`src/rtl/fifo_adapter_pkg.sv`:
```
// Shared constants and helpers for the FIFO read-side FWFT adapter.
// Stateless: no latency, no handshake.
package fifo_adapter_pkg;

  localparam int C_MAX_RD_LATENCY = 3;

  // Width needed to hold a level in the range 0..depth.
  function automatic int f_level_w(input int depth);
    return $clog2(depth + 1);
  endfunction

endpackage

```
`src/rtl/fifo_fwft_adapter_if.sv`:
```
// FIFO-facing read port plus the downstream valid/ready stream of the FWFT adapter.
// The master is the adapter; the slave side is the FIFO model and stream sink together.
interface fifo_fwft_adapter_if
  import fifo_adapter_pkg::*;
#(
  parameter int G_WIDTH      = 8,
  parameter int G_RD_LATENCY = 1
);

  localparam int C_LVL_W = f_level_w(G_RD_LATENCY + 1);

  logic               i_fifo_empty;
  logic [G_WIDTH-1:0] i_fifo_data;
  logic               o_fifo_rd;
  logic               o_valid;
  logic               i_ready;
  logic [G_WIDTH-1:0] o_data;
  logic [C_LVL_W-1:0] o_level;
  logic               o_err;

  modport master (
    input  i_fifo_empty, i_fifo_data, i_ready,
    output o_fifo_rd, o_valid, o_data, o_level, o_err
  );

  modport slave (
    output i_fifo_empty, i_fifo_data, i_ready,
    input  o_fifo_rd, o_valid, o_data, o_level, o_err
  );

endinterface

```
`src/rtl/fifo_fwft_adapter_buf.sv`:
```
// Circular register buffer; push data visible at rdata one cycle later, no bypass.
// No internal backpressure: a push into a full buffer without a pop is dropped and flags err.
module fwft_buf
  import fifo_adapter_pkg::*;
#(
  parameter int G_WIDTH = 8,
  parameter int G_DEPTH = 2
) (
  input  logic                            i_clk,
  input  logic                            i_rst_n,
  input  logic                            push,
  input  logic                            pop,
  input  logic [G_WIDTH-1:0]              wdata,
  output logic [G_WIDTH-1:0]              rdata,
  output logic [f_level_w(G_DEPTH)-1:0]   count,
  output logic                            err
);

  localparam int C_PTR_W = (G_DEPTH > 1) ? $clog2(G_DEPTH) : 1;
  localparam int C_LVL_W = f_level_w(G_DEPTH);

  logic [G_WIDTH-1:0] mem [G_DEPTH];
  logic [C_PTR_W-1:0] head;
  logic [C_PTR_W-1:0] tail;
  logic               full;
  logic               empty;
  logic               do_push;
  logic               do_pop;

  function automatic logic [C_PTR_W-1:0] f_next(input logic [C_PTR_W-1:0] ptr);
    return (ptr == C_PTR_W'(G_DEPTH - 1)) ? '0 : ptr + 1'b1;
  endfunction

  assign full    = (count == C_LVL_W'(G_DEPTH));
  assign empty   = (count == '0);
  assign do_pop  = pop & ~empty;
  // A simultaneous pop frees the head slot, so a push at full is still accepted.
  assign do_push = push & (~full | do_pop);
  assign rdata   = mem[head];

  always_ff @(posedge i_clk or negedge i_rst_n) begin
    if (!i_rst_n) begin
      head  <= '0;
      tail  <= '0;
      count <= '0;
      err   <= 1'b0;
      for (int i = 0; i < G_DEPTH; i++) begin
        mem[i] <= '0;
      end
    end else begin
      if (do_push) begin
        mem[tail] <= wdata;
        tail      <= f_next(tail);
      end
      if (do_pop) begin
        head <= f_next(head);
      end
      if (do_push && !do_pop) begin
        count <= count + 1'b1;
      end else if (do_pop && !do_push) begin
        count <= count - 1'b1;
      end
      if (push && !do_push) begin
        err <= 1'b1;
      end
    end
  end

endmodule

```
`src/rtl/fifo_fwft_adapter.sv`:
```
// Turns a registered-read FIFO into a FWFT valid/ready stream; o_valid trails o_fifo_rd by G_RD_LATENCY+1.
// Reads are only issued when buffer plus in-flight words fit, so i_ready low stalls the FIFO losslessly.
module fifo_fwft_adapter
  import fifo_adapter_pkg::*;
#(
  parameter int G_WIDTH      = 8,
  parameter int G_RD_LATENCY = 1
) (
  input  logic                 i_clk,
  input  logic                 i_rst_n,
  fifo_fwft_adapter_if.master  bus
);

  localparam int C_DEPTH = G_RD_LATENCY + 1;
  localparam int C_LVL_W = f_level_w(C_DEPTH);
  localparam int C_SUM_W = C_LVL_W + 1;

  logic [G_RD_LATENCY-1:0] rd_pipe;
  logic [C_LVL_W-1:0]      count;
  logic [C_LVL_W-1:0]      inflight;
  logic [C_SUM_W-1:0]      occupancy;
  logic [G_WIDTH-1:0]      rdata;
  logic                    valid;
  logic                    pop;
  logic                    push;
  logic                    issue;
  logic                    err;

  assign valid = (count != '0);
  assign pop   = valid & bus.i_ready;
  assign push  = rd_pipe[G_RD_LATENCY-1];

  always_comb begin
    inflight = '0;
    for (int k = 0; k < G_RD_LATENCY; k++) begin
      inflight = inflight + C_LVL_W'(rd_pipe[k]);
    end
  end

  // Counting this cycle's pop lets a full buffer keep reading at one word per cycle.
  assign occupancy = C_SUM_W'(count) + C_SUM_W'(inflight) - C_SUM_W'(pop);
  assign issue     = ~bus.i_fifo_empty & (occupancy < C_SUM_W'(C_DEPTH));

  always_ff @(posedge i_clk or negedge i_rst_n) begin
    if (!i_rst_n) begin
      rd_pipe <= '0;
    end else begin
      rd_pipe[0] <= issue;
      for (int k = 1; k < G_RD_LATENCY; k++) begin
        rd_pipe[k] <= rd_pipe[k-1];
      end
    end
  end

  fwft_buf #(
    .G_WIDTH (G_WIDTH),
    .G_DEPTH (C_DEPTH)
  ) u_buf (
    .i_clk   (i_clk),
    .i_rst_n (i_rst_n),
    .push    (push),
    .pop     (pop),
    .wdata   (bus.i_fifo_data),
    .rdata   (rdata),
    .count   (count),
    .err     (err)
  );

  assign bus.o_fifo_rd = issue & i_rst_n;
  assign bus.o_valid   = valid;
  assign bus.o_data    = rdata;
  assign bus.o_level   = count;
  assign bus.o_err     = err;

endmodule

```
`src/flat_wrapper.sv`:
```
// flat-port wrapper written by rule: the top's interface ports become plain ports
module fifo_fwft_adapter_flat import fifo_adapter_pkg::*;
#(
  parameter int G_WIDTH      = 8,
  parameter int G_RD_LATENCY = 1
)
  (i_clk, i_rst_n, bus_i_fifo_empty, bus_i_fifo_data, bus_i_ready, bus_o_fifo_rd, bus_o_valid, bus_o_data, bus_o_level, bus_o_err);
  fifo_fwft_adapter_if #(.G_WIDTH(G_WIDTH), .G_RD_LATENCY(G_RD_LATENCY)) bus_i ();
  input  logic i_clk;
  input  logic i_rst_n;
  input wire logic [$bits(bus_i.i_fifo_empty)-1:0] bus_i_fifo_empty;
  input wire logic [$bits(bus_i.i_fifo_data)-1:0] bus_i_fifo_data;
  input wire logic [$bits(bus_i.i_ready)-1:0] bus_i_ready;
  output wire logic [$bits(bus_i.o_fifo_rd)-1:0] bus_o_fifo_rd;
  output wire logic [$bits(bus_i.o_valid)-1:0] bus_o_valid;
  output wire logic [$bits(bus_i.o_data)-1:0] bus_o_data;
  output wire logic [$bits(bus_i.o_level)-1:0] bus_o_level;
  output wire logic [$bits(bus_i.o_err)-1:0] bus_o_err;
  assign bus_i.i_fifo_empty = bus_i_fifo_empty;
  assign bus_i.i_fifo_data = bus_i_fifo_data;
  assign bus_i.i_ready = bus_i_ready;
  assign bus_o_fifo_rd = bus_i.o_fifo_rd;
  assign bus_o_valid = bus_i.o_valid;
  assign bus_o_data = bus_i.o_data;
  assign bus_o_level = bus_i.o_level;
  assign bus_o_err = bus_i.o_err;
  fifo_fwft_adapter #(.G_WIDTH(G_WIDTH), .G_RD_LATENCY(G_RD_LATENCY)) u_core (.i_clk(i_clk), .i_rst_n(i_rst_n), .bus(bus_i));
endmodule
```
`config.mk`:
```
export PLATFORM = sky130hd
export DESIGN_NAME = fifo_fwft_adapter_flat
export DESIGN_NICKNAME = d
export VERILOG_FILES = /design/src/rtl/fifo_adapter_pkg.sv /design/src/rtl/fifo_fwft_adapter_if.sv /design/src/rtl/fifo_fwft_adapter_buf.sv /design/src/rtl/fifo_fwft_adapter.sv /design/src/flat_wrapper.sv
export SDC_FILE = /design/constraint.sdc
export NUM_CORES = 1
export LEC_CHECK = 0
export CAP_MARGIN = 20
export CORE_MARGIN = 1
export CORE_UTILIZATION = 51
export DETAILED_ROUTE_END_ITERATION = 16
export PLACE_DENSITY_LB_ADDON = 0.05
export RECOVER_POWER = 25
export SYNTH_ARGS = -nofsm -noshare
export SYNTH_HDL_FRONTEND = slang
export SYNTH_SLANG_ARGS = --single-unit
```
`constraint.sdc`:
```
create_clock -name i_clk -period 5.6 [get_ports i_clk]
set_input_delay 1.4 -clock i_clk [delete_from_list [all_inputs] [get_ports i_clk]]
set_output_delay 1.4 -clock i_clk [all_outputs]
set_load 0.01 [all_outputs]
```
# Yosys cells after proc, flatten, opt, wreduce, memory -nomap -nowiden
# Cells that the tools add are included.
op_classes:
  n_lt_le_gt_ge: 4
  add_sub_neg: 6
  reduce_logical: 9
  muxes: 10
  n_bitwise: 11
  n_eq_ne: 1
op_table:
  columns: ["cell", "count"]
  rows:
  - ["$mux W8", 4]
  - ["$bwmux W16", 1]
  - ["$demux W8 S1", 1]
  - ["$and A1 B1 Y1", 5]
  - ["$ge A2 B2 Y1 const B", 2]
  - ["$logic_and A1 B1 Y1", 4]
  - ["$mux W2", 2]
  - ["$not A1 Y2", 2]
  - ["$reduce_bool A2 Y1", 2]
  - ["$add A2 B1 Y3", 1]
  - ["$lt A3 B2 Y1 const B", 1]
  - ["$not A1 Y1", 3]
  - ["$sub A3 B1 Y3", 1]
  - ["$add A1 B1 Y1 const B", 2]
  - ["$add A2 B1 Y2 const B", 1]
  - ["$eq A2 B2 Y1 const B", 1]
  - ["$logic_not A1 Y1", 2]
  - ["$logic_not A2 Y1", 1]
  - ["$lt A2 B1 Y1 const B", 1]
  - ["$mux W1", 2]
  - ["$sub A2 B1 Y2 const B", 1]
  - ["$or A1 B1 Y1", 1]
totals:
  word_cells: 48
  reg_bits: 22

# Logic depth before layout (Yosys ltp)
# Gate-level depths: netlist of run 1.
depth:
  word_depth: 9
  ltp_mapped: 9
  depth_no_buf: 9

# By module
# Synthesis of run 1 repeated with hierarchy kept, for this count alone.
hier_totals:
  cells_unflattened: 70
  hier_area_um2: 1038.5
by_module_without_submodules:
  columns: ["module", "area_per_inst_um2", "cells_per_inst", "n_inst"]
  rows:
  - ["fwft_buf", 929.6, 60, 1]
  - ["fifo_fwft_adapter", 108.9, 10, 1]

# Worst setup path after synthesis of run 1
# Ideal clock, no wire load.
synth_path:
  path_kind: "in2out"
  startpoint: "in bus_i_ready"
  endpoint: "out bus_o_fifo_rd"
  t_arrival_ns: 2.935
  path_slack_ns: 1.265
  path_buffers: 0
  path_stages: 8
  path_cell_list: "nand2_1 > inv_1 > ha_1 > or2b_1 > fa_1 > xor2_1 > nor3b_1 > and2_1"
synth_between:
  elab_chain_len: 5
synth_lines:
  columns: ["element", "line", "text"]
  rows:
  - ["from (decl)", "flat_wrapper.sv:13", "input wire logic [$bits(bus_i.i_ready)-1:0] bus_i_ready;"]
  - ["$and A1 B1 Y1", "fifo_fwft_adapter.sv:30", "assign pop = valid & bus.i_ready;"]
  - ["$sub A3 B1 Y3", "fifo_fwft_adapter.sv:41", "assign occupancy = C_SUM_W'(count) + C_SUM_W'(inflight) - C_SUM_W'(pop);"]
  - ["$lt A3 B2 Y1", "fifo_fwft_adapter.sv:42", "assign issue = ~bus.i_fifo_empty & (occupancy < C_SUM_W'(C_DEPTH));"]
  - ["$and A1 B1 Y1", "fifo_fwft_adapter.sv:42", null]
  - ["net u_core.issue", "fifo_fwft_adapter.sv:26", "logic issue;"]
  - ["$and A1 B1 Y1", "fifo_fwft_adapter.sv:69", "assign bus.o_fifo_rd = issue & i_rst_n;"]
  - ["to (decl)", "flat_wrapper.sv:14", "output wire logic [$bits(bus_i.o_fifo_rd)-1:0] bus_o_fifo_rd;"]
# The timed path passes the listed nets, and every way through them passes these cells.

# Worst setup path in the final report of run 1
# Same ends and word-level chain as after synthesis.

==> results of run 1 <==
[repair_timing]
action                     CTS  global route
hold buffers                 0             0
gates resized for setup      0             1
setup endpoints to repair    0             1
[cell usage after synthesis, drive strengths merged]
cell type	instances	area, sq um
dfrtp	22	551
or2	1	6.26
inv	2	7.51
a21o	1	8.76
nor3	1	16.3
ha	2	25.0
mux2	24	270
clkbuf	1	3.75
nor2	3	13.8
nand2	2	7.51
fa	1	20.0
xnor2	2	17.5
or2b	1	7.51
and2	1	6.26
xor2	4	35.0
nor3b	2	26.3
[layout make-up]
cell class / instances / area, sq um
Multi-Input combinational cell: 45 / 465
Timing Repair Buffer: 25 / 244
Inverter: 2 / 7.51
Clock buffer: 4 / 36.3
Tap cell: 25 / 31.3
Fill cell: 134 / 467
Sequential cell: 22 / 551
[layout by cell type, fill, tap and decap left out, drive strengths merged]
cell type      Yosys  final
mux2              24     24
clkdlybuf4s50      0     23
dfrtp             22     22
clkbuf             1      5
xor2               4      4
nor2               3      3
inv                2      2
nand2              2      2
xnor2              2      2
ha                 2      2
nor3b              2      2
or2                1      1
or2b               1      1
and2               1      1
nor3               1      1
a21o               1      1
fa                 1      1
dlygate4sd3        0      1
[state kept, by name, indices dropped and copies added, names as in the netlist]
register	flops
u_core.u_buf.head	1
u_core.u_buf.mem	16
u_core.u_buf.err	1
u_core.u_buf.tail	1
u_core.push	1
u_core.u_buf.count	2
[power breakdown]
part | internal (mW) | total [mW] | switching, mW | leakage [nW]
Combinational | 0.252 | 0.382 | 0.131 | 0.277
Clock | 0.0396 | 0.0863 | 0.0466 | 0.0210
Sequential | 0.239 | 0.306 | 0.0666 | 0.258
Total | 0.531 | 0.774 | 0.244 | 0.556
[per-stage QoR]
step | cell area (sq um) | instances | worst slack, ns
finish | 1340 | 123 | 0.190
CTS | 1330 | 123 | 0.105
floorplan | 1020 | 70 | 1.27
global route | 1340 | 123 | 0.0475
detailed placement | 1300 | 119 | 0.105
global placement | 1300 | 119 | 0.210
[kinds of logic after synthesis]
| family | after synthesis | synth area share (%) |
|---|---|---|
| mux | 24 | 26.4 |
| xor+xnor | 6 | 5.14 |
| simple gates | 11 | 8.20 |
| fa+ha+maj | 3 | 4.41 |
| buf+inv | 3 | 1.10 |
| flops | 22 | 53.9 |
| compound gates | 1 | 0.857 |
[metal layers]
layer  vias up  part of all wire (%)  track usage [%]
met5         -                     0                0
met4         0                   1.1             10.3
met3         2                   5.0             3.85
met2        14                    51             30.3
met1       316                    43             22.5
li1        295                     -                -
[final timing paths]
check	slack [ns]	to	cells past startpoint
setup / recovery	0.19	bus_o_fifo_rd	10
hold / removal	0.47	u_core.u_buf.err$_DFFE_PN0P_	1
setup reg to reg	3.28	u_core.push$_DFF_PN0_	8
hold reg to reg	0.47	u_core.u_buf.err$_DFFE_PN0P_	1
max in group asynchronous	3.08	u_core.u_buf.count[1]$_DFFE_PN0P_	2
min in group asynchronous	1.83	u_core.u_buf.mem[13]$_DFFE_PN0P_	2
==> flow_metrics.py, run 1 <==
metrics = {
    "run_status": {
        "status": "finished, final reports clean",
    },
    "sta": {
        "worstMarginPinSlew_ns": 1.15,
        "finClkSkew_ns": 0.00490,
        "drv_slew": 0,
        "setup_viol": 0,
        "finalHoldViolations": 0,
        "rsz0062_at_grt": "false",
        "finalSetupTns_ns": 0,
        "fin_crit_sh_pct": 96.6,
        "finalCriticalPeriod_ns": 5.41,
        "fin_hold_ws_ns": 0.475,
        "fmax_mhz": 185,
        "maxSlewHeadroom_pct": 23.1,
    },
    "layout": {
        "drive_gt1_share_pct": 34.7,
        "insertedDiodeCount": 0,
        "final_nets": 114,
        "finalCoreUtilization_pct": 74.1,
        "area_growth_pct": 30.6,
    },
    "yosys": {
        "synth_cell_types": 18,
        "syn_area_sq_um": 1020,
        "synthesis.nets": 85,
        "yosysWarnings": 0,
        "synth_cells": 70,
        "ys_ff_latch": 22,
        "syn_avg_cell_area_sq_um": 14.6,
        "yosysSeqAreaShare_pct": 53.9,
    },
    "setup_path": {
        "start_kind": "primary input",
        "path_delay_family": "buffers and inverters",
        "cp.buffers_inverters": 3,
        "end_kind": "output port",
        "cp_slowest_stage_delay_ns": 0.54,
        "cp_max_fo": 3,
        "path_cells": "clkdlybuf4s50_1 -> nand2_1 -> inv_1 -> ha_1 -> or2b_1 -> fa_1 -> xor2_1 -> nor3b_2 -> and2_1 -> clkdlybuf4s50_1",
        "cp.arrival_ns": 4.01,
        "r2r-start": "u_core.u_buf.count[0]$_DFFE_PN0P_",
        "critPathLaunch": "bus_i_ready",
        "slowest_stage": "clkdlybuf4s50_1",
        "cp_common_cell": "clkdlybuf4s50_1",
        "worstSetupPathType": "in2out",
        "critPathRequiredTime_ns": 4.20,
    },
    "floorplan": {
        "dieArea_sq_um": 2190,
        "ios": 25,
        "initial_core_util_pct": 56.7,
        "coreArea_sq_um": 1800,
        "std_cell_rows": 15,
        "die_x_um": 46.8,
        "dieHeight_um": 46.8,
    },
    "global_route": {
        "grt_pass1_wl_um": 2700,
        "antenna_found_initial": 0,
        "first_global_vias": 609,
        "grt_max_degree": 24,
        "overflow": 0,
        "grt.total_usage_pct": 18.4,
    },
    "placement": {
        "portBuffers": 24,
        "place_congestion": 0.696,
        "dpl.hpwl_um": 1250,
    },
    "run": {
        "drv_cap": 0,
    },
    "power": {
        "irDropWorstVdd_mv": 0.334,
        "p_per_area_nw_per_um2": 580,
        "power_leakage_nw": 0.556,
        "p_total_mw": 0.774,
    },
    "detailed_routing": {
        "drc": 0,
        "dr.pass1.iters": 3,
        "drt-initial-drc-count": 12,
        "ant_nets": 0,
        "drt_wl_total_um": 1720,
        "via_count": 627,
        "post_drt_wl_per_cell_um": 14.0,
        "routed_via_density": 5.10,
    },
    "cts": {
        "clock-sinks": 22,
        "clk_latency_ns": 0.30,
        "cts_buffer_depth": 2,
        "numCtsBuffers": 3,
        "post-cts-setup-buffer-count": 0,
        "clkTransAtPathRegs_ns": 0.12,
        "tritoncts": "done",
        "cts_max_level": 1,
        "clock_tree.root_cell": "clkbuf_4",
    },
    "hold_path": {
        "hp-start": "u_core.u_buf.err$_DFFE_PN0P_",
        "hp-class": "reg2reg",
    },
}
No activity file was read; power rests on OpenSTA's default activity.
==> run 2, diff against run 1 <==
Settings changed: CORE_UTILIZATION 51 to 43.
Clock period 5.6 ns to 4.95 ns, I/O delays scaled along.
==> flow_metrics.py, run 2 (same netlist as run 1, synthesis figures left out) <==
metrics = {
    "cts": {
        "clock-sinks": 22,
        "numCtsBuffers": 3,
        "clock_tree.root_cell": "clkbuf_4",
        "cts_buffer_depth": 2,
        "hold_buffers": 0,
        "clk_latency_ns": 0.29,
        "clkTransAtPathRegs_ns": 0.12,
        "cts_max_level": 1,
        "tritoncts": "done",
    },
    "floorplan": {
        "coreArea_sq_um": 2230,
        "dieArea_sq_um": 2580,
        "initial_core_util_pct": 45.8,
        "dieHeight_um": 50.8,
        "ios": 25,
        "die_x_um": 50.8,
        "std_cell_rows": 17,
    },
    "layout": {
        "area_growth_pct": 32.3,
        "layout_common_cells": "mux2_2 (24), clkdlybuf4s50_1 (22), dfrtp_1 (22), xor2_1 (4), clkbuf_4 (3)",
        "layout_commonest_cell": "mux2_2",
        "largest_reg_flops": 16,
        "drive_gt1_share_pct": 36.0,
        "fin_area_sq_um": 1350,
        "final_nets": 116,
        "insertedDiodeCount": 0,
        "top_register": "u_core.u_buf.mem",
        "finalNonFillerCells": 128,
        "finalCoreUtilization_pct": 60.6,
        "top_regs": "u_core.u_buf.mem: 16 flops, u_core.u_buf.count: 2 flops",
    },
    "power": {
        "combPwrFrac_pct": 49.8,
        "p_per_area_nw_per_um2": 648,
        "netSwitchingPower_mw": 0.273,
        "irDropWorstVdd_mv": 0.374,
        "p_sw_share_pct": 31.2,
        "p_total_mw": 0.877,
        "power_frac_seq_pct": 39.1,
        "p_int_mw": 0.603,
        "power_frac_clock_pct": 11.1,
        "power_leakage_nw": 0.570,
    },
    "placement": {
        "dpl.hpwl_um": 1210,
        "portBuffers": 24,
        "placedInstanceArea_sq_um": 1320,
        "dpl.cell_count": 124,
        "place_congestion": 0.749,
    },
    "setup_path": {
        "critPathRequiredTime_ns": 3.71,
        "end_kind": "output port",
        "r2r_slack_ns": 2.67,
        "cp_max_fo": 2,
        "worstSetupPathType": "in2out",
        "cp.arrival_ns": 3.43,
        "start_kind": "primary input",
    },
    "sta": {
        "setup_viol": 0,
        "fin_crit_sh_pct": 94.4,
        "finClkSkew_ns": 0.00324,
        "finalHoldViolations": 0,
        "worstMarginPinSlew_ns": 1.13,
        "fmax_mhz": 214,
        "maxSlewHeadroom_pct": 24.3,
        "drv_slew": 0,
        "finalCriticalPeriod_ns": 4.67,
        "rsz0062_at_grt": "false",
    },
    "detailed_routing": {
        "post_drt_wl_per_cell_um": 13.1,
        "drc": 0,
        "ant_nets": 0,
        "drt_wl_total_um": 1680,
        "routed_via_density": 4.93,
        "via_count": 631,
        "dr.pass1.iters": 2,
        "drt-initial-drc-count": 2,
    },
    "global_route": {
        "grt_pass1_wl_um": 2910,
        "grt.total_usage_pct": 15.5,
        "overflow": 0,
        "grt_max_degree": 23,
        "first_global_vias": 683,
        "antenna_found_initial": 0,
    },
    "hold_path": {
        "hp-class": "reg2reg",
    },
    "run": {
        "drv_cap": 0,
    },
    "run_status": {
        "status": "finished, final reports clean",
    },
}
==> run 2: changes by cell type in the layout (fill, tap and decap cells not counted), sizes merged <==
cell	change
buf	+2
clkdlybuf4s50	-1
dlygate4sd2	+1
==> run 2: final cells by class <==
cell class | count | area (sq um)
clock buffers | 4 | 36.3
flip-flops and latches | 22 | 551
multi-input cells | 45 | 465
fillers | 198 | 881
inverters | 2 | 7.51
repair buffers | 27 | 258
well taps | 28 | 35.0
==> run 2: path summary, 6_finish.rpt <==
kind,end,startpoint,cells past startpoint
worst max-delay path,bus_o_fifo_rd,bus_i_ready,10
worst min-delay path,u_core.u_buf.err$_DFFE_PN0P_,u_core.u_buf.err$_DFFE_PN0P_,1
worst max register to register,u_core.push$_DFF_PN0_,u_core.u_buf.count[0]$_DFFE_PN0P_,8
worst min register to register,u_core.u_buf.err$_DFFE_PN0P_,u_core.u_buf.err$_DFFE_PN0P_,1
max in group asynchronous,u_core.u_buf.mem[7]$_DFFE_PN0P_,i_rst_n,2
min in group asynchronous,u_core.u_buf.count[1]$_DFFE_PN0P_,i_rst_n,2
==> run 2: timing repair <==
action / CTS / global route
resized for setup: 2 / 0
endpoints found under the setup margin: 1 / 0
buffers inserted: 0 / 0
endpoints found under the hold margin: 0 / 0
==> run 2: layer usage <==
metal	share of wire [%]	track usage, %
met2	50	26.7
met5	0	0
met1	46	19.5
met3	3.0	2.73
met4	0.71	5.56
==> run 2: power by group through the flow <==
stage	clock network [mW]	registers [mW]	logic, mW
after floorplan	0	0.327	0.267
after global placement	0	0.345	0.430
after detailed placement	0	0.349	0.439
after CTS	0.101	0.344	0.444
after global routing	0.108	0.355	0.479
final	0.0969	0.343	0.437
==> run 2: worst max-delay path: stages <==
cell,delay (ns)
clkdlybuf4s50_1,0.42
nand2_1,0.09
inv_1,0.05
ha_1,0.27
or2b_1,0.24
fa_1,0.39
xor2_1,0.16
nor3b_2,0.18
and2_1,0.14
dlygate4sd2_1,0.26
==> run 2: per-stage QoR <==
stage	hold slack (ns)	setup WS (ns)	setup TNS, ns
floorplan	0.475	0.940	0
global placement	0.444	0.0155	0
detailed placement	0.458	-0.0565	-0.0565
CTS	0.487	0.257	0
global route	0.508	0.118	0
finish	0.478	0.279	0
